===== src/rtl/hififo_pio_regs_if.sv =====
// PIO bus between pcie_rx/pcie_tx and the register block: posted writes,
// read requests and completion return.
interface hififo_pio_regs_if;
  logic        wr_valid;
  logic [5:0]  wr_addr;
  logic [63:0] wr_data;
  logic        rr_valid;
  logic        rr_ready;
  logic [5:0]  rr_addr;
  logic        rc_valid;
  logic        rc_ready;
  logic [31:0] rc_data;

  modport master (
    output wr_valid, wr_addr, wr_data, rr_valid, rr_addr, rc_ready,
    input  rr_ready, rc_valid, rc_data
  );

  modport slave (
    input  wr_valid, wr_addr, wr_data, rr_valid, rr_addr, rc_ready,
    output rr_ready, rc_valid, rc_data
  );
endinterface


===== src/rtl/hififo_pio_regs.sv =====
// HIFIFO PIO control/status registers: per-channel soft reset, masked
// interrupt status with W1C / clear-on-read, irq toward core, read FSM.

module hififo_pio_regs_chan #(
  parameter bit EN = 1'b1
) (
  input  logic clock,
  input  logic reset,
  input  logic ev_i,
  input  logic clr_i,
  input  logic mask_we_i,
  input  logic mask_wd_i,
  input  logic rst_set_i,
  input  logic rst_clr_i,
  output logic stat_o,
  output logic mask_o,
  output logic rst_o
);
  if (EN) begin : g_on
    logic stat_q, stat_d, mask_q, mask_d, rst_q, rst_d;

    // A fresh event always beats a same-cycle clear so none is lost.
    always_comb begin
      stat_d = (stat_q & ~clr_i) | ev_i;
      mask_d = mask_we_i ? mask_wd_i : mask_q;
      rst_d  = rst_q;
      if (rst_set_i)      rst_d = 1'b1;
      else if (rst_clr_i) rst_d = 1'b0;
    end

    always_ff @(posedge clock) begin
      if (reset) begin
        stat_q <= 1'b0;
        mask_q <= 1'b1;
        rst_q  <= 1'b1;
      end else begin
        stat_q <= stat_d;
        mask_q <= mask_d;
        rst_q  <= rst_d;
      end
    end

    assign stat_o = stat_q;
    assign mask_o = mask_q;
    assign rst_o  = rst_q;
  end else begin : g_off
    logic unused_in;
    assign unused_in = ^{clock, reset, ev_i, clr_i, mask_we_i, mask_wd_i,
                         rst_set_i, rst_clr_i};
    assign stat_o = 1'b0;
    assign mask_o = 1'b0;
    assign rst_o  = 1'b1;
  end
endmodule

module hififo_pio_regs #(
  parameter int               NFIFO         = 8,
  parameter logic [NFIFO-1:0] ENABLE        = 8'h11,
  parameter bit               CLEAR_ON_READ = 1'b1
) (
  input  logic                   clock,
  input  logic                   reset,
  hififo_pio_regs_if.slave       bus,
  input  logic [32*NFIFO-1:0]    status,
  input  logic [NFIFO-1:0]       interrupt_individual,
  output logic [NFIFO-1:0]       fifo_reset,
  output logic                   irq,
  input  logic                   irq_rdy
);
  typedef enum logic [1:0] {IDLE, LOOKUP, RESP, ACK} state_e;

  localparam logic [31:0] ID_WORD = 32'({8'd0, 8'(NFIFO), ENABLE});

  state_e                  state_q, state_d;
  logic [31:0]             rc_data_q, rc_data_d;
  logic [31:0]             scratch_q, scratch_d;
  logic                    irq_q, irq_d;
  logic [NFIFO-1:0]        int_status, int_mask;
  logic [NFIFO-1:0]        cor_clr, st_clr;
  logic [NFIFO-1:0][31:0]  stat_w;
  logic [31:0]             rd_val;
  logic                    we2, we3, we4, we5, we6;
  logic                    unused_wr;

  assign we2 = bus.wr_valid && (bus.wr_addr == 6'd2);
  assign we3 = bus.wr_valid && (bus.wr_addr == 6'd3);
  assign we4 = bus.wr_valid && (bus.wr_addr == 6'd4);
  assign we5 = bus.wr_valid && (bus.wr_addr == 6'd5);
  assign we6 = bus.wr_valid && (bus.wr_addr == 6'd6);
  assign unused_wr = ^bus.wr_data[63:32];

  assign st_clr = (we5 ? bus.wr_data[NFIFO-1:0] : '0) | cor_clr;

  for (genvar gi = 0; gi < NFIFO; gi++) begin : g_ch
    hififo_pio_regs_chan #(.EN(ENABLE[gi])) u_chan (
      .clock     (clock),
      .reset     (reset),
      .ev_i      (interrupt_individual[gi]),
      .clr_i     (st_clr[gi]),
      .mask_we_i (we2),
      .mask_wd_i (bus.wr_data[gi]),
      .rst_set_i (we3 && bus.wr_data[gi]),
      .rst_clr_i (we4 && bus.wr_data[gi]),
      .stat_o    (int_status[gi]),
      .mask_o    (int_mask[gi]),
      .rst_o     (fifo_reset[gi])
    );
    assign stat_w[gi] = ENABLE[gi] ? status[32*gi +: 32] : 32'd0;
  end

  assign scratch_d = we6 ? bus.wr_data[31:0] : scratch_q;

  // Events outrank the core's acknowledge so a late event re-arms irq.
  always_comb begin
    irq_d = irq_q;
    if (|(interrupt_individual & int_mask & ENABLE)) irq_d = 1'b1;
    else if (irq_rdy)                                irq_d = 1'b0;
  end

  always_comb begin
    rd_val = 32'd0;
    case (bus.rr_addr)
      6'd0:       rd_val = 32'(int_status);
      6'd1:       rd_val = ID_WORD;
      6'd2:       rd_val = 32'(int_mask);
      6'd3, 6'd4: rd_val = 32'(fifo_reset);
      6'd5:       rd_val = 32'(int_status);
      6'd6:       rd_val = scratch_q;
      default: begin
        for (int i = 0; i < NFIFO; i++)
          if (bus.rr_addr == 6'(8 + i)) rd_val = stat_w[i];
      end
    endcase
  end

  always_comb begin
    state_d      = state_q;
    rc_data_d    = rc_data_q;
    cor_clr      = '0;
    bus.rc_valid = 1'b0;
    bus.rr_ready = 1'b0;
    case (state_q)
      IDLE:   if (bus.rr_valid) state_d = LOOKUP;
      LOOKUP: begin
        rc_data_d = rd_val;
        if (CLEAR_ON_READ && (bus.rr_addr == 6'd0)) cor_clr = int_status;
        state_d = RESP;
      end
      RESP: begin
        bus.rc_valid = 1'b1;
        if (bus.rc_ready) state_d = ACK;
      end
      ACK: begin
        bus.rr_ready = 1'b1;
        state_d      = IDLE;
      end
      default: state_d = IDLE;
    endcase
  end

  always_ff @(posedge clock) begin
    if (reset) begin
      state_q   <= IDLE;
      rc_data_q <= 32'd0;
      scratch_q <= 32'd0;
      irq_q     <= 1'b0;
    end else begin
      state_q   <= state_d;
      rc_data_q <= rc_data_d;
      scratch_q <= scratch_d;
      irq_q     <= irq_d;
    end
  end

  assign bus.rc_data = rc_data_q;
  assign irq         = irq_q;
endmodule


===== src/flat_wrapper.sv =====
// flat-port wrapper written by rule: the top's interface ports become plain ports
module hififo_pio_regs_flat 
#(
  parameter int               NFIFO         = 8,
  parameter logic [NFIFO-1:0] ENABLE        = 8'h11,
  parameter bit               CLEAR_ON_READ = 1'b1
)
  (clock, reset, status, interrupt_individual, fifo_reset, irq, irq_rdy, bus_wr_valid, bus_wr_addr, bus_wr_data, bus_rr_valid, bus_rr_addr, bus_rc_ready, bus_rr_ready, bus_rc_valid, bus_rc_data);
  hififo_pio_regs_if bus_i ();
  input  logic clock;
  input  logic reset;
  input  logic [32*NFIFO-1:0] status;
  input  logic [NFIFO-1:0] interrupt_individual;
  output logic [NFIFO-1:0] fifo_reset;
  output logic irq;
  input  logic irq_rdy;
  input wire logic [$bits(bus_i.wr_valid)-1:0] bus_wr_valid;
  input wire logic [$bits(bus_i.wr_addr)-1:0] bus_wr_addr;
  input wire logic [$bits(bus_i.wr_data)-1:0] bus_wr_data;
  input wire logic [$bits(bus_i.rr_valid)-1:0] bus_rr_valid;
  input wire logic [$bits(bus_i.rr_addr)-1:0] bus_rr_addr;
  input wire logic [$bits(bus_i.rc_ready)-1:0] bus_rc_ready;
  output wire logic [$bits(bus_i.rr_ready)-1:0] bus_rr_ready;
  output wire logic [$bits(bus_i.rc_valid)-1:0] bus_rc_valid;
  output wire logic [$bits(bus_i.rc_data)-1:0] bus_rc_data;
  assign bus_i.wr_valid = bus_wr_valid;
  assign bus_i.wr_addr = bus_wr_addr;
  assign bus_i.wr_data = bus_wr_data;
  assign bus_i.rr_valid = bus_rr_valid;
  assign bus_i.rr_addr = bus_rr_addr;
  assign bus_i.rc_ready = bus_rc_ready;
  assign bus_rr_ready = bus_i.rr_ready;
  assign bus_rc_valid = bus_i.rc_valid;
  assign bus_rc_data = bus_i.rc_data;
  hififo_pio_regs #(.NFIFO(NFIFO), .ENABLE(ENABLE), .CLEAR_ON_READ(CLEAR_ON_READ)) u_core (.clock(clock), .reset(reset), .bus(bus_i), .status(status), .interrupt_individual(interrupt_individual), .fifo_reset(fifo_reset), .irq(irq), .irq_rdy(irq_rdy));
endmodule

===== config.mk =====
export PLATFORM = sky130hd
export DESIGN_NAME = hififo_pio_regs_flat
export DESIGN_NICKNAME = d
export VERILOG_FILES = /design/src/rtl/hififo_pio_regs_if.sv /design/src/rtl/hififo_pio_regs.sv /design/src/flat_wrapper.sv
export SDC_FILE = /design/constraint.sdc
export NUM_CORES = 1
export LEC_CHECK = 0
export BUFFER_PORTS_ARGS = -buffer_cell sky130_fd_sc_hd__buf_2
export CAP_MARGIN = 20
export CORE_AREA = 2 2 151 153
export DETAILED_ROUTE_END_ITERATION = 10
export DIE_AREA = 0 0 153 155
export GPL_TIMING_DRIVEN = 0
export HOLD_SLACK_MARGIN = 0.06
export PLACE_DENSITY = 0.43
export RECOVER_POWER = 50
export SYNTH_ARGS = -nofsm -noshare
export SYNTH_HDL_FRONTEND = slang
export SYNTH_SLANG_ARGS = --single-unit

===== constraint.sdc =====
create_clock -name clock -period 2.7 [get_ports clock]
set_clock_uncertainty 0.2 [all_clocks]
set_input_delay 0.135 -clock clock [delete_from_list [all_inputs] [get_ports clock]]
set_output_delay 0.135 -clock clock [all_outputs]
set_load 0.01 [all_outputs]

Word level (Yosys, flattened, before mapping)
Index checks and enable logic that the tools add are counted.
{"block": "classes", "n_eq_ne": 24, "mux": 19, "n_bitwise": 8, "reduce_logical": 18}
{"op": "$mux 32", "n": 8}
{"op": "$pmux 32 s5", "n": 1}
{"op": "$eq 6x4->1 const B", "n": 8}
{"op": "$eq 6x3->1 const B", "n": 6}
{"op": "$eq 6x2->1 const B", "n": 4}
{"op": "$mux 5", "n": 3}
{"op": "$reduce_or 2->1", "n": 5}
{"op": "$logic_and 1x1->1", "n": 9}
{"op": "$pmux 2 s4", "n": 1}
{"op": "$eq 6x1->1 const B", "n": 1}
{"op": "$logic_not 6->1", "n": 1}
{"op": "$and 5x5->5", "n": 1}
{"op": "$or 5x5->5", "n": 1}
{"op": "$eq 2x2->1 const B", "n": 2}
{"op": "$mux 1", "n": 4}
{"op": "$mux 2", "n": 2}
{"op": "$ne 2x2->1 const B", "n": 2}
{"op": "$and 1x1->1", "n": 2}
{"op": "$eq 2x1->1 const B", "n": 1}
{"op": "$logic_not 2->1", "n": 1}
{"op": "$not 1->1", "n": 2}
{"op": "$or 1x1->1", "n": 2}
{"op": "$reduce_and 2->1", "n": 1}
{"op": "$reduce_bool 2->1", "n": 1}
{"block": "word_totals", "ff_bits": 73, "input_bits": 346, "out_inout_bits": 43}

Longest topological paths before layout
Gate-level depths: netlist (run 1).
{"block": "logic_depth", "ltp_word": 10, "depth_mapped": 6}

Cells and area by module
Synthesis (run 1) repeated with hierarchy kept, for this count alone.
{"block": "unflattened", "hier_cells": 446, "hier_area_um2": 3717.3}
{"module": "hififo_pio_regs", "n_inst": 1, "cells_per_inst": 394, "area_per_inst_um2": 3331.9, "seq_area_each_um2": 1341.3}
{"module": "hififo_pio_regs_chan (u_core.g_ch[0].u_chan ...)", "n_inst": 2, "cells_per_inst": 11, "area_per_inst_um2": 102.6, "seq_area_each_um2": 60.1}
{"module": "hififo_pio_regs_chan (u_core.g_ch[1].u_chan ...)", "n_inst": 6, "cells_per_inst": 5, "area_per_inst_um2": 30.0, "seq_area_each_um2": 0.0}

Worst setup path after synthesis (run 1)
OpenSTA, ideal clock, no wires.
{"block": "synth_path", "kind": "register to register", "from": "register u_core.state_q[1]", "to": "register u_core.rc_data_q[28], in the netlist u_core.bus.rc_data[28]", "setup_time_ns": 0.086, "arrival_time_ns": 1.410, "required_time_ns": 2.414, "setup_slack_ns": 1.005, "stages_incl_launch_ff": 7, "synth_period_minus_slack_ns": 1.695, "path_cell_list": "dfxtp_1 > inv_1 > ha_1 > clkbuf_1 > clkbuf_1 > nor2_1 > a211oi_1"}
{"block": "synth_via", "elab_chain_len": 1}
{"element": "start, declared", "line": "hififo_pio_regs.sv:74", "rtl": "state_e state_q, state_d;"}
{"element": "start signal, assigned", "line": "hififo_pio_regs.sv:168", "rtl": "state_q <= state_d;"}
{"element": "$eq 2x1->1", "line": "hififo_pio_regs.sv:142", "rtl": "case (state_q)"}
{"element": "end signal, assigned", "line": "hififo_pio_regs.sv:169", "rtl": "rc_data_q <= rc_data_d;"}
{"element": "end, declared", "line": "hififo_pio_regs.sv:75", "rtl": "logic [31:0] rc_data_q, rc_data_d;"}
Every way passes these cells.
A chain may end at the register's enable or synchronous reset.

Final worst setup path (run 1)
{"block": "layout_path", "from": "input port bus_rr_addr[5]", "to": "register u_core.rc_data_q[3], in the netlist u_core.bus.rc_data[3]"}
{"block": "layout_via", "elab_chain_len": 10, "elab_cells_between_ends": 26, "classes_between": "eq/ne: 14; mux: 9; reduce/logical: 3"}
{"element": "start, declared", "line": "flat_wrapper.sv:21", "rtl": "input wire logic [$bits(bus_i.rr_addr)-1:0] bus_rr_addr;"}
{"element": "$eq 6x4->1", "line": "hififo_pio_regs.sv:131", "rtl": "if (bus.rr_addr == 6'(8 + i)) rd_val = stat_w[i];"}
{"element": "$mux 32 (8 in a row)", "line": "hififo_pio_regs.sv:131"}
{"element": "$pmux 32 s5 *", "line": "hififo_pio_regs.sv:122", "rtl": "case (bus.rr_addr)"}
Every way passes the cells marked *; elsewhere a longest branch is shown, timed or not.

==> flow_metrics.env, run 1 <==
export IMPL_status="complete, no violations"
export IMPL_cts_tree="done"
export IMPL_grt_overflow=0
export IMPL_worst_pin_slew_ps=1030
export IMPL_drc_errors=0
export IMPL_dp_hpwl_mm=10.4
export IMPL_leakage_nw=2.08
export IMPL_io_pins=389
export IMPL_slew_headroom_pct=30.2
export IMPL_yosysUniqueCellTypes=42
export IMPL_grt_pass1_vias=3689
export IMPL_power_density_nw_per_um2=671
export IMPL_insertion_delay_ps=340
export IMPL_vias=3728
export IMPL_groute_usage_overall_pct=11.4
export IMPL_drt_iter0_drc=151
export IMPL_hold_depth=2
export IMPL_vias_per_cell=4.04
export IMPL_nFillCells=2503
export IMPL_ys_dominant_reg_cell="dfxtp_1"
export IMPL_yosysTopAreaCell="dfxtp_1"
export IMPL_fp_row_count=55
export IMPL_r2r_start="u_core.state_q[1]$_SDFFE_PP0P_"
export IMPL_antennaDiodeCount=0
export IMPL_ctsRootBufferMaster="clkbuf_16"
export IMPL_synth_edf_count=0
export IMPL_synth_top_cell_area_share_pct=41.3
export IMPL_synth_seq_area_share_pct=41.3
export IMPL_ys_ff_latch=73
export IMPL_startpoint_type="input pin"
export IMPL_timing_hold_violations_final=0
export IMPL_min_to="u_core.bus.rc_data[17]$_SDFFE_PP0P_"
export IMPL_syn2layout_area_growth_pct=55.0
export IMPL_period_needed_ps=2520
export IMPL_place_congestion=0.707
export IMPL_ys_warn_count=0
export IMPL_crit_path_end_kind="register"
export IMPL_clkTransAtPathRegs_ps=60
export IMPL_setup_violations=0
export IMPL_cts_buffers=9
export IMPL_drtPass1Iterations=4
export IMPL_period_share_pct=93.3
export IMPL_tns_ps=0
export IMPL_reg2reg_to="u_core.bus.rc_data[6]$_SDFFE_PP0P_"
export IMPL_reg2reg_depth=6
export IMPL_drive_above_1_share_pct=29.0
export IMPL_dp_slack_ps=207
export IMPL_post_cts_buffers=0
export IMPL_cp_required_ps=2790
export IMPL_cp_arrival_ps=2610
export IMPL_max_freq_ghz=0.397
export IMPL_drv_slew=0
export IMPL_antenna_found_initial=1
export IMPL_grt_max_degree=13
export IMPL_drt_wl_total_mm=13.5
export IMPL_netlist_instances=410
export IMPL_wl_per_cell_um=14.7
export IMPL_synth_async_reset_ratio_pct=0
export IMPL_clock_path_buffers=2
export IMPL_path_max_fanout=6
export IMPL_avgSynthCellArea_um2=8.63
export IMPL_cts_max_level=3
export IMPL_path_class="in -> reg"
export IMPL_dieArea_um2=23700
export IMPL_port_buffer_count=151
export IMPL_start_util_pct=15.9
export IMPL_core_area_um2=22200
export IMPL_syn_cell_area_um2=3540
export IMPL_ir_drop_v=0.000252
export IMPL_min_from="reset"
export IMPL_worstHoldPathType="in -> reg"
export IMPL_rsz0062_at_grt="no"
export IMPL_layout_setup_ws_ps=182
export IMPL_die_height_um=155
export IMPL_drv_cap=0
export IMPL_cts_sinks=73
export IMPL_die_w_um=153
export IMPL_place_inst=851
export IMPL_grt_pass1_wl_mm=20.7
export IMPL_postRouteAntennaNets=0
export IMPL_synth_area_leaders="dfxtp_1, mux2_2, nand2_1, a22oi_1, a21oi_1"
export IMPL_final_cells=923
export IMPL_nNetsFinal=984
export IMPL_rrSetupSlack_ps=300
## worst max-delay path, stage by stage
cell and delay [ps]:
dlygate4sd3_1 530, buf_2 150, or2_2 350, nor3_2 440, a22oi_1 140, a311oi_1 280, dlygate4sd3_1 580
## flip-flops by register name (all words and copies together), names as in the netlist
name and count:
u_core.g_ch.u_chan.mask_o 2, u_core.g_ch.u_chan.stat_o 2, u_core.g_ch.u_chan.rst_o 2, u_core.scratch_q 32, u_core.bus.rc_data 32, u_core.state_q 2, u_core.irq 1
## cells by family after synthesis
| group | count (synthesis) | share of synthesized area [%] |
|---|---|---|
| AND/OR/NAND/NOR | 144 | 19.6 |
| multiplexers | 29 | 9.12 |
| other | 1 | 0.106 |
| adder cells (fa/ha/maj) | 5 | 1.77 |
| flip-flops | 73 | 41.3 |
| AO/OA/AOI/OAI | 113 | 21.2 |
| buffers and inverters | 45 | 6.89 |
## worst max path at each step
stage	from	to	cells after the start
finish	bus_rr_addr[5]	u_core.bus.rc_data[3]$_SDFFE_PP0P_	7
global route	bus_rr_addr[5]	u_core.bus.rc_data[3]$_SDFFE_PP0P_	8
CTS	bus_rr_addr[5]	u_core.bus.rc_data[6]$_SDFFE_PP0P_	8
detailed placement	u_core.state_q[1]$_SDFFE_PP0P_	u_core.bus.rc_data[31]$_SDFFE_PP0P_	6
global placement	u_core.state_q[1]$_SDFFE_PP0P_	u_core.bus.rc_data[29]$_SDFFE_PP0P_	6
floorplan	u_core.state_q[1]$_SDFFE_PP0P_	u_core.bus.rc_data[28]$_SDFFE_PP0P_	6
## layout make-up
type | instances | area (um^2) | area share (%)
multi-input combinational | 297 | 1840 | 33.6
sequential | 73 | 1460 | 26.6
timing repair buffer | 207 | 1270 | 23.2
tap | 285 | 357 | 6.50
clock buffer | 12 | 256 | 4.68
buffer | 41 | 229 | 4.17
clock inverter | 4 | 51.3 | 0.935
inverter | 4 | 15.0 | 0.274
## synthesized netlist by cell type, types with 2 or more instances
cell / n
a211oi_1: 25
a21boi_0: 2
a21oi_1: 39
a22oi_1: 29
a311oi_1: 6
a31oi_1: 2
and4b_1: 3
buf_2: 9
buf_4: 11
buf_6: 3
clkbuf_1: 18
dfxtp_1: 73
ha_1: 5
inv_1: 4
mux2_2: 26
mux2i_1: 3
nand2_1: 68
nand3_1: 8
nand4_1: 2
nand4b_1: 3
nor2_1: 39
nor2b_1: 2
nor3_1: 5
nor3_2: 2
o211ai_1: 2
o21ai_0: 2
o21ai_1: 2
or4b_1: 3
## metrics by stage
step	utilization, %	power [mW]	cell area, um^2	hold slack [ps]
after global placement	21.0	2.43	4670	177
final	24.7	3.68	5490	72.0
after detailed placement	21.0	2.42	4670	182
after global routing	24.7	3.92	5490	101
after CTS	24.9	3.79	5540	66.2
after floorplan	-	1.96	3560	52.7
## placed cells by master, fill, tap and decap left out, drive strengths merged, types with 2 or more instances in the layout
master       count
a211oi          25
clkinv           2
a31oi            2
mux2i            3
a311oi           6
or4b             3
nor3             7
nor2            40
a22oi           29
dlygate4sd3     56
nand3            8
a21boi           3
ha               5
a21oi           39
conb             6
o21ai            5
nand4b           3
nor2b            2
mux2            26
or3b             2
and4b            3
clkbuf          67
nor4b            2
nand4            2
dfxtp           73
buf            137
o211ai           2
nand2           68
inv              4
## layer usage
layer | vias up | wire [um] | track usage [%]
met4 | 2 | 133 | 2.78
li1 | 1910 | - | -
met2 | 126 | 6260 | 19.0
met5 | - | 7 | 0
met1 | 1680 | 6370 | 14.5
met3 | 10 | 774 | 3.37
## power by group
part | total (mW) | internal [mW] | switching (mW)
clock | 1.24 | 0.766 | 0.474
combinational | 1.08 | 0.469 | 0.612
sequential | 1.36 | 1.26 | 0.0999
total | 3.68 | 2.49 | 1.19
## what timing repair did
action,4_1_cts,5_1_grt
hold buffers,56,0
hold endpoints to repair,49,0
resized for setup,0,1
setup endpoints to repair,0,4
(Power assumes the default switching activity.)
==> inputs of run 2 (changes only) <==
--- a/config.mk
+++ b/config.mk
@@ -12,7 +12,6 @@
 export DIE_AREA = 0 0 153 155
 export GPL_TIMING_DRIVEN = 0
 export HOLD_SLACK_MARGIN = 0.06
-export PLACE_DENSITY = 0.43
 export RECOVER_POWER = 50
 export SYNTH_ARGS = -nofsm -noshare
 export SYNTH_HDL_FRONTEND = slang
==> run 2 against run 1 <==
  * Maximum frequency shrank 1.9%
  * Flip-flop and latch count unchanged
  * First-iteration DRC count decreased by 2.0%
  * Combinational power hardly changed
  * Wire length increased by 3.2%
  * Register-to-register slack got worse by 40 ps
  * Cell count rose by 0.43%
  * Critical path type unchanged
  * Largest cell class unchanged
  * Highest routed layer unchanged
==> flow_metrics.env, run 2 (synthesis results as in run 1) <==
export IMPL_drive_above_1_share_pct=28.5
export IMPL_wl_per_cell_um=15.1
export IMPL_drt_iter0_drc=148
export IMPL_io_pins=389
export IMPL_die_height_um=155
export IMPL_ctsRootBufferMaster="clkbuf_16"
export IMPL_cp_required_ps=2780
export IMPL_cts_buffers=9
export IMPL_fp_row_count=55
export IMPL_min_to="u_core.g_ch[0].u_chan.rst_o$_SDFFE_PP1P_"
export IMPL_setup_violations=0
export IMPL_vias=3836
export IMPL_drv_slew=0
export IMPL_drt_wl_total_mm=14.0
export IMPL_core_area_um2=22200
export IMPL_die_w_um=153
export IMPL_sw_frac_of_total_pct=33.1
export IMPL_hold_depth=4
export IMPL_final_common_cell="buf_2"
export IMPL_period_share_pct=95.1
export IMPL_port_buffer_count=151
export IMPL_antenna_found_initial=3
export IMPL_start_util_pct=15.9
export IMPL_power_density_nw_per_um2=644
export IMPL_postRouteAntennaNets=0
export IMPL_drc_errors=0
export IMPL_dp_hpwl_mm=10.5
export IMPL_cts_tree="done"
export IMPL_grt_pass1_vias=3796
export IMPL_startpoint_type="input pin"
export IMPL_slew_headroom_pct=53.4
export IMPL_p_total_mw=3.53
export IMPL_pwr_share_seq_pct=38.5
export IMPL_worstHoldPathType="in -> reg"
export IMPL_period_needed_ps=2570
export IMPL_reg2reg_to="u_core.bus.rc_data[3]$_SDFFE_PP0P_"
export IMPL_vias_per_cell=4.14
export IMPL_crit_path_end_kind="register"
export IMPL_p_int_mw=2.36
export IMPL_final_cells=927
export IMPL_path_max_fanout=10
export IMPL_min_from="bus_wr_addr[1]"
export IMPL_worst_pin_slew_ps=699
export IMPL_nNetsFinal=988
export IMPL_groute_usage_overall_pct=11.6
export IMPL_max_freq_ghz=0.390
export IMPL_timing_hold_violations_final=0
export IMPL_place_area_um2=4670
export IMPL_grt_pass1_wl_mm=20.9
export IMPL_cts_sinks=73
export IMPL_clkTransAtPathRegs_ps=50
export IMPL_p_clk_share_pct=29.9
export IMPL_path_class="in -> reg"
export IMPL_cts_max_level=3
export IMPL_rrSetupSlack_ps=260
export IMPL_place_congestion=0.772
export IMPL_grt_overflow=0
export IMPL_drtPass1Iterations=5
export IMPL_drv_cap=0
export IMPL_clock_path_buffers=2
export IMPL_mostFrequentLayoutCells="buf_2, dfxtp_1, nand2_1, dlygate4sd3_1, clkbuf_1"
export IMPL_reg2reg_depth=6
export IMPL_comb_power_share_pct=31.6
export IMPL_power_switching_mw=1.17
export IMPL_syn2layout_area_growth_pct=55.0
export IMPL_ir_drop_v=0.000298
export IMPL_rsz0062_at_grt="no"
export IMPL_insertion_delay_ps=330
export IMPL_r2r_start="u_core.state_q[1]$_SDFFE_PP0P_"
export IMPL_leakage_nw=2.08
export IMPL_tns_ps=0
export IMPL_final_area_um2=5490
export IMPL_place_inst=851
export IMPL_dieArea_um2=23700
export IMPL_cp_arrival_ps=2640
export IMPL_status="complete, no violations"
export IMPL_grt_max_degree=11
[run 2: final cells by class]
cell class,count,area [um^2]
inverters,4,15.0
flip-flops and latches,73,1460
plain buffers,41,231
clock inverters,1,5.00
diodes,3,7.51
repair buffers,211,1310
clock buffers,12,246
well taps,285,357
fillers,2455,16700
multi-input cells,297,1860
[run 2: power by group through the flow]
stage	sequential (mW)	clock [mW]	combinational (mW)
4_1_cts	1.35	1.11	1.17
5_1_grt	1.38	1.14	1.24
3_3_place_gp	1.37	0	1.04
3_5_place_dp	1.38	0	1.06
6_report	1.36	1.06	1.11
2_1_floorplan	1.45	0	0.515
[run 2: worst max path at each step]
| stage | from | endpoint | slack, ps | depth (start not counted) |
|---|---|---|---|---|
| 2_1_floorplan | u_core.state_q[1]$_SDFFE_PP0P_ | u_core.bus.rc_data[28]$_SDFFE_PP0P_ | 1000 | 6 |
| 6_report | bus_rr_addr[5] | u_core.bus.rc_data[3]$_SDFFE_PP0P_ | 130 | 8 |
| 5_1_grt | bus_rr_addr[5] | u_core.bus.rc_data[3]$_SDFFE_PP0P_ | 40 | 8 |
| 4_1_cts | bus_wr_addr[4] | u_core.g_ch[4].u_chan.rst_o$_SDFFE_PP1P_ | 140 | 8 |
| 3_5_place_dp | u_core.state_q[1]$_SDFFE_PP0P_ | u_core.bus.rc_data[30]$_SDFFE_PP0P_ | 260 | 6 |
| 3_3_place_gp | u_core.state_q[1]$_SDFFE_PP0P_ | u_core.bus.rc_data[29]$_SDFFE_PP0P_ | 300 | 6 |
[run 2: metal layers]
layer | GRT usage (%) | part of all wire (%) | vias to the layer above
met4 | 3.84 | 1.6 | 2
met2 | 19.8 | 48 | 123
met1 | 14.4 | 45 | 1775
met5 | 0 | 0.093 | -
met3 | 2.90 | 5.7 | 13
li1 | - | - | 1923
[run 2: per-stage QoR]
step | utilization (%) | worst slack (ps) | hold WS [ps]
after floorplan | - | 1000 | 52.7
after global placement | 21.0 | 303 | 171
after global routing | 24.7 | 39.0 | 139
final | 24.7 | 133 | 89.1
after detailed placement | 21.0 | 265 | 180
after CTS | 24.8 | 141 | 66.6
[run 2: timing repair]
action | 4_1_cts | 5_1_grt
hold endpoints to repair | 49 | 0
endpoints found under the setup margin | 0 | 5
gates resized for setup | 0 | 2
hold buffers | 59 | 0
buffers inserted | 0 | 1
[run 2: critical path, stage by stage]
cell           delay (ps)
dlygate4sd3_1         550
buf_2                 140
nor3_2                260
and4b_1               270
clkbuf_4              250
a22oi_1               120
a311oi_1              320
dlygate4sd3_1         590
==> inputs of run 3 (changes only) <==
--- a/config.mk
+++ b/config.mk
@@ -7,9 +7,10 @@
 export LEC_CHECK = 0
 export BUFFER_PORTS_ARGS = -buffer_cell sky130_fd_sc_hd__buf_2
 export CAP_MARGIN = 20
-export CORE_AREA = 2 2 151 153
+export CORE_AREA = 2 2 149 151
+export CTS_BUF_LIST = sky130_fd_sc_hd__clkbuf_4 sky130_fd_sc_hd__clkbuf_8
 export DETAILED_ROUTE_END_ITERATION = 10
-export DIE_AREA = 0 0 153 155
+export DIE_AREA = 0 0 151 153
 export GPL_TIMING_DRIVEN = 0
 export HOLD_SLACK_MARGIN = 0.06
 export RECOVER_POWER = 50
==> run 3 against run 2 <==
  * Wire length rose by 3.1%
  * Register-to-register slack got worse by 60 ps
  * Cell area decreased by 0.62%
  * Cell count rose by 0.32%
  * Maximum frequency increased by 2.0%
  * Worst setup slack improved by 50 ps
  * Flip-flop and latch count unchanged
  * Critical path type unchanged
  * Largest cell class unchanged
  * Largest power group unchanged
==> flow_metrics.env, run 3 (synthesis results as in run 1) <==
export IMPL_p_int_mw=2.10
export IMPL_reg2reg_depth=6
export IMPL_core_area_um2=21500
export IMPL_vias_per_cell=4.08
export IMPL_pwr_share_seq_pct=41.7
export IMPL_drt_wl_total_mm=14.4
export IMPL_p_total_mw=3.26
export IMPL_insertion_delay_ps=360
export IMPL_dp_hpwl_mm=10.8
export IMPL_path_max_fanout=10
export IMPL_clock_path_buffers=2
export IMPL_leakage_nw=2.06
export IMPL_min_from="status[0]"
export IMPL_vias=3798
export IMPL_fp_row_count=54
export IMPL_sw_frac_of_total_pct=35.6
export IMPL_reg2reg_to="u_core.bus.rc_data[30]$_SDFFE_PP0P_"
export IMPL_syn2layout_area_growth_pct=54.1
export IMPL_nNetsFinal=993
export IMPL_postRouteAntennaNets=0
export IMPL_io_pins=389
export IMPL_groute_usage_overall_pct=12.4
export IMPL_die_height_um=153
export IMPL_path_class="in -> reg"
export IMPL_hold_depth=4
export IMPL_start_util_pct=16.5
export IMPL_post_cts_resized=0
export IMPL_drive_above_1_share_pct=28.9
export IMPL_timing_hold_violations_final=0
export IMPL_cp_arrival_ps=2620
export IMPL_drtPass1Iterations=4
export IMPL_ctsRootBufferMaster="clkbuf_8"
export IMPL_comb_power_share_pct=34.0
export IMPL_layout_setup_ws_ps=183
export IMPL_cts_max_level=3
export IMPL_grt_max_degree=13
export IMPL_rrSetupSlack_ps=200
export IMPL_worstHoldPathType="in -> reg"
export IMPL_antenna_found_initial=3
export IMPL_clkTransAtPathRegs_ps=80
export IMPL_drt_iter0_drc=145
export IMPL_period_share_pct=93.2
export IMPL_cts_tree="done"
export IMPL_status="complete, no violations"
export IMPL_place_congestion=0.743
export IMPL_drv_cap=0
export IMPL_power_density_nw_per_um2=598
export IMPL_rsz0062_at_grt="no"
export IMPL_port_buffer_count=151
export IMPL_max_freq_ghz=0.397
export IMPL_r2r_start="u_core.state_q[1]$_SDFFE_PP0P_"
export IMPL_p_clk_share_pct=24.3
export IMPL_die_w_um=151
export IMPL_grt_pass1_vias=3765
export IMPL_grt_overflow=0
export IMPL_cts_sinks=73
export IMPL_startpoint_type="input pin"
export IMPL_drv_slew=0
export IMPL_slew_headroom_pct=50.9
export IMPL_min_to="u_core.bus.rc_data[0]$_SDFFE_PP0P_"
export IMPL_ir_drop_v=0.000282
export IMPL_wl_per_cell_um=15.5
export IMPL_crit_path_end_kind="register"
export IMPL_tns_ps=0
export IMPL_worst_pin_slew_ps=737
export IMPL_final_common_cell="buf_2"
export IMPL_setup_violations=0
export IMPL_cp_required_ps=2800
export IMPL_mostFrequentLayoutCells="buf_2, dfxtp_1, nand2_1, dlygate4sd3_1, clkbuf_1"
export IMPL_period_needed_ps=2520
export IMPL_dp_slack_ps=147
export IMPL_power_switching_mw=1.16
export IMPL_drc_errors=0
export IMPL_dieArea_um2=23100
export IMPL_cts_buffers=9
export IMPL_grt_pass1_wl_mm=21.1
## run 3: layout make-up
| class | count | area, um^2 |
|---|---|---|
| Multi-Input combinational cell | 297 | 1850 |
| Clock inverter | 5 | 31.3 |
| Sequential cell | 73 | 1460 |
| Inverter | 4 | 15.0 |
| Timing Repair Buffer | 216 | 1360 |
| Tap cell | 280 | 350 |
| Fill cell | 2404 | 16000 |
| Clock buffer | 11 | 145 |
| Antenna cell | 3 | 7.51 |
| Buffer | 41 | 229 |
## run 3: critical path: stages
cell,delay [ps]
buf_2,100
dlygate4sd3_1,550
nor3_2,240
and4b_1,280
buf_2,300
a22oi_1,140
a311oi_1,280
dlygate4sd3_1,590
## run 3: repair_timing
action                    in CTS  in global routing
hold buffers                  65                  0
hold endpoints to repair      50                  0
setup buffers                  0                  0
## run 3: stage by stage
step	hold WS (ps)	cell area, um^2	instances	util (%)
after CTS	63.1	5490	927	25.6
after floorplan	52.7	3560	415	-
after detailed placement	184	4660	846	21.7
after global routing	85.0	5450	929	25.4
after global placement	180	4660	846	21.7
final	85.7	5450	930	25.4
## run 3: layer usage
metal  part of all wire [%]  global-route usage, %
met3                    6.8                   3.52
met4                    1.5                   3.87
met2                     47                   21.0
met5                      0                      0
met1                     44                   15.1
## run 3: power by group through the flow
stage          Clock, mW  Sequential (mW)  Combinational (mW)
2_1_floorplan          0             1.45               0.515
3_3_place_gp           0             1.38                1.04
3_5_place_dp           0             1.38                1.05
4_1_cts            0.835             1.35                1.17
5_1_grt            0.869             1.39                1.23
6_report           0.793             1.36                1.11
## run 3: how the worst max path moves through the flow
stage	slack (ps)	cells after the start	end	startpoint
detailed placement	150	6	u_core.bus.rc_data[30]$_SDFFE_PP0P_	u_core.state_q[1]$_SDFFE_PP0P_
global route	40	6	u_core.bus.rc_data[31]$_SDFFE_PP0P_	u_core.state_q[1]$_SDFFE_PP0P_
floorplan	1000	6	u_core.bus.rc_data[28]$_SDFFE_PP0P_	u_core.state_q[1]$_SDFFE_PP0P_
CTS	130	6	u_core.bus.rc_data[30]$_SDFFE_PP0P_	u_core.state_q[1]$_SDFFE_PP0P_
global placement	150	6	u_core.bus.rc_data[30]$_SDFFE_PP0P_	u_core.state_q[1]$_SDFFE_PP0P_
finish	180	8	u_core.bus.rc_data[3]$_SDFFE_PP0P_	bus_rr_addr[4]
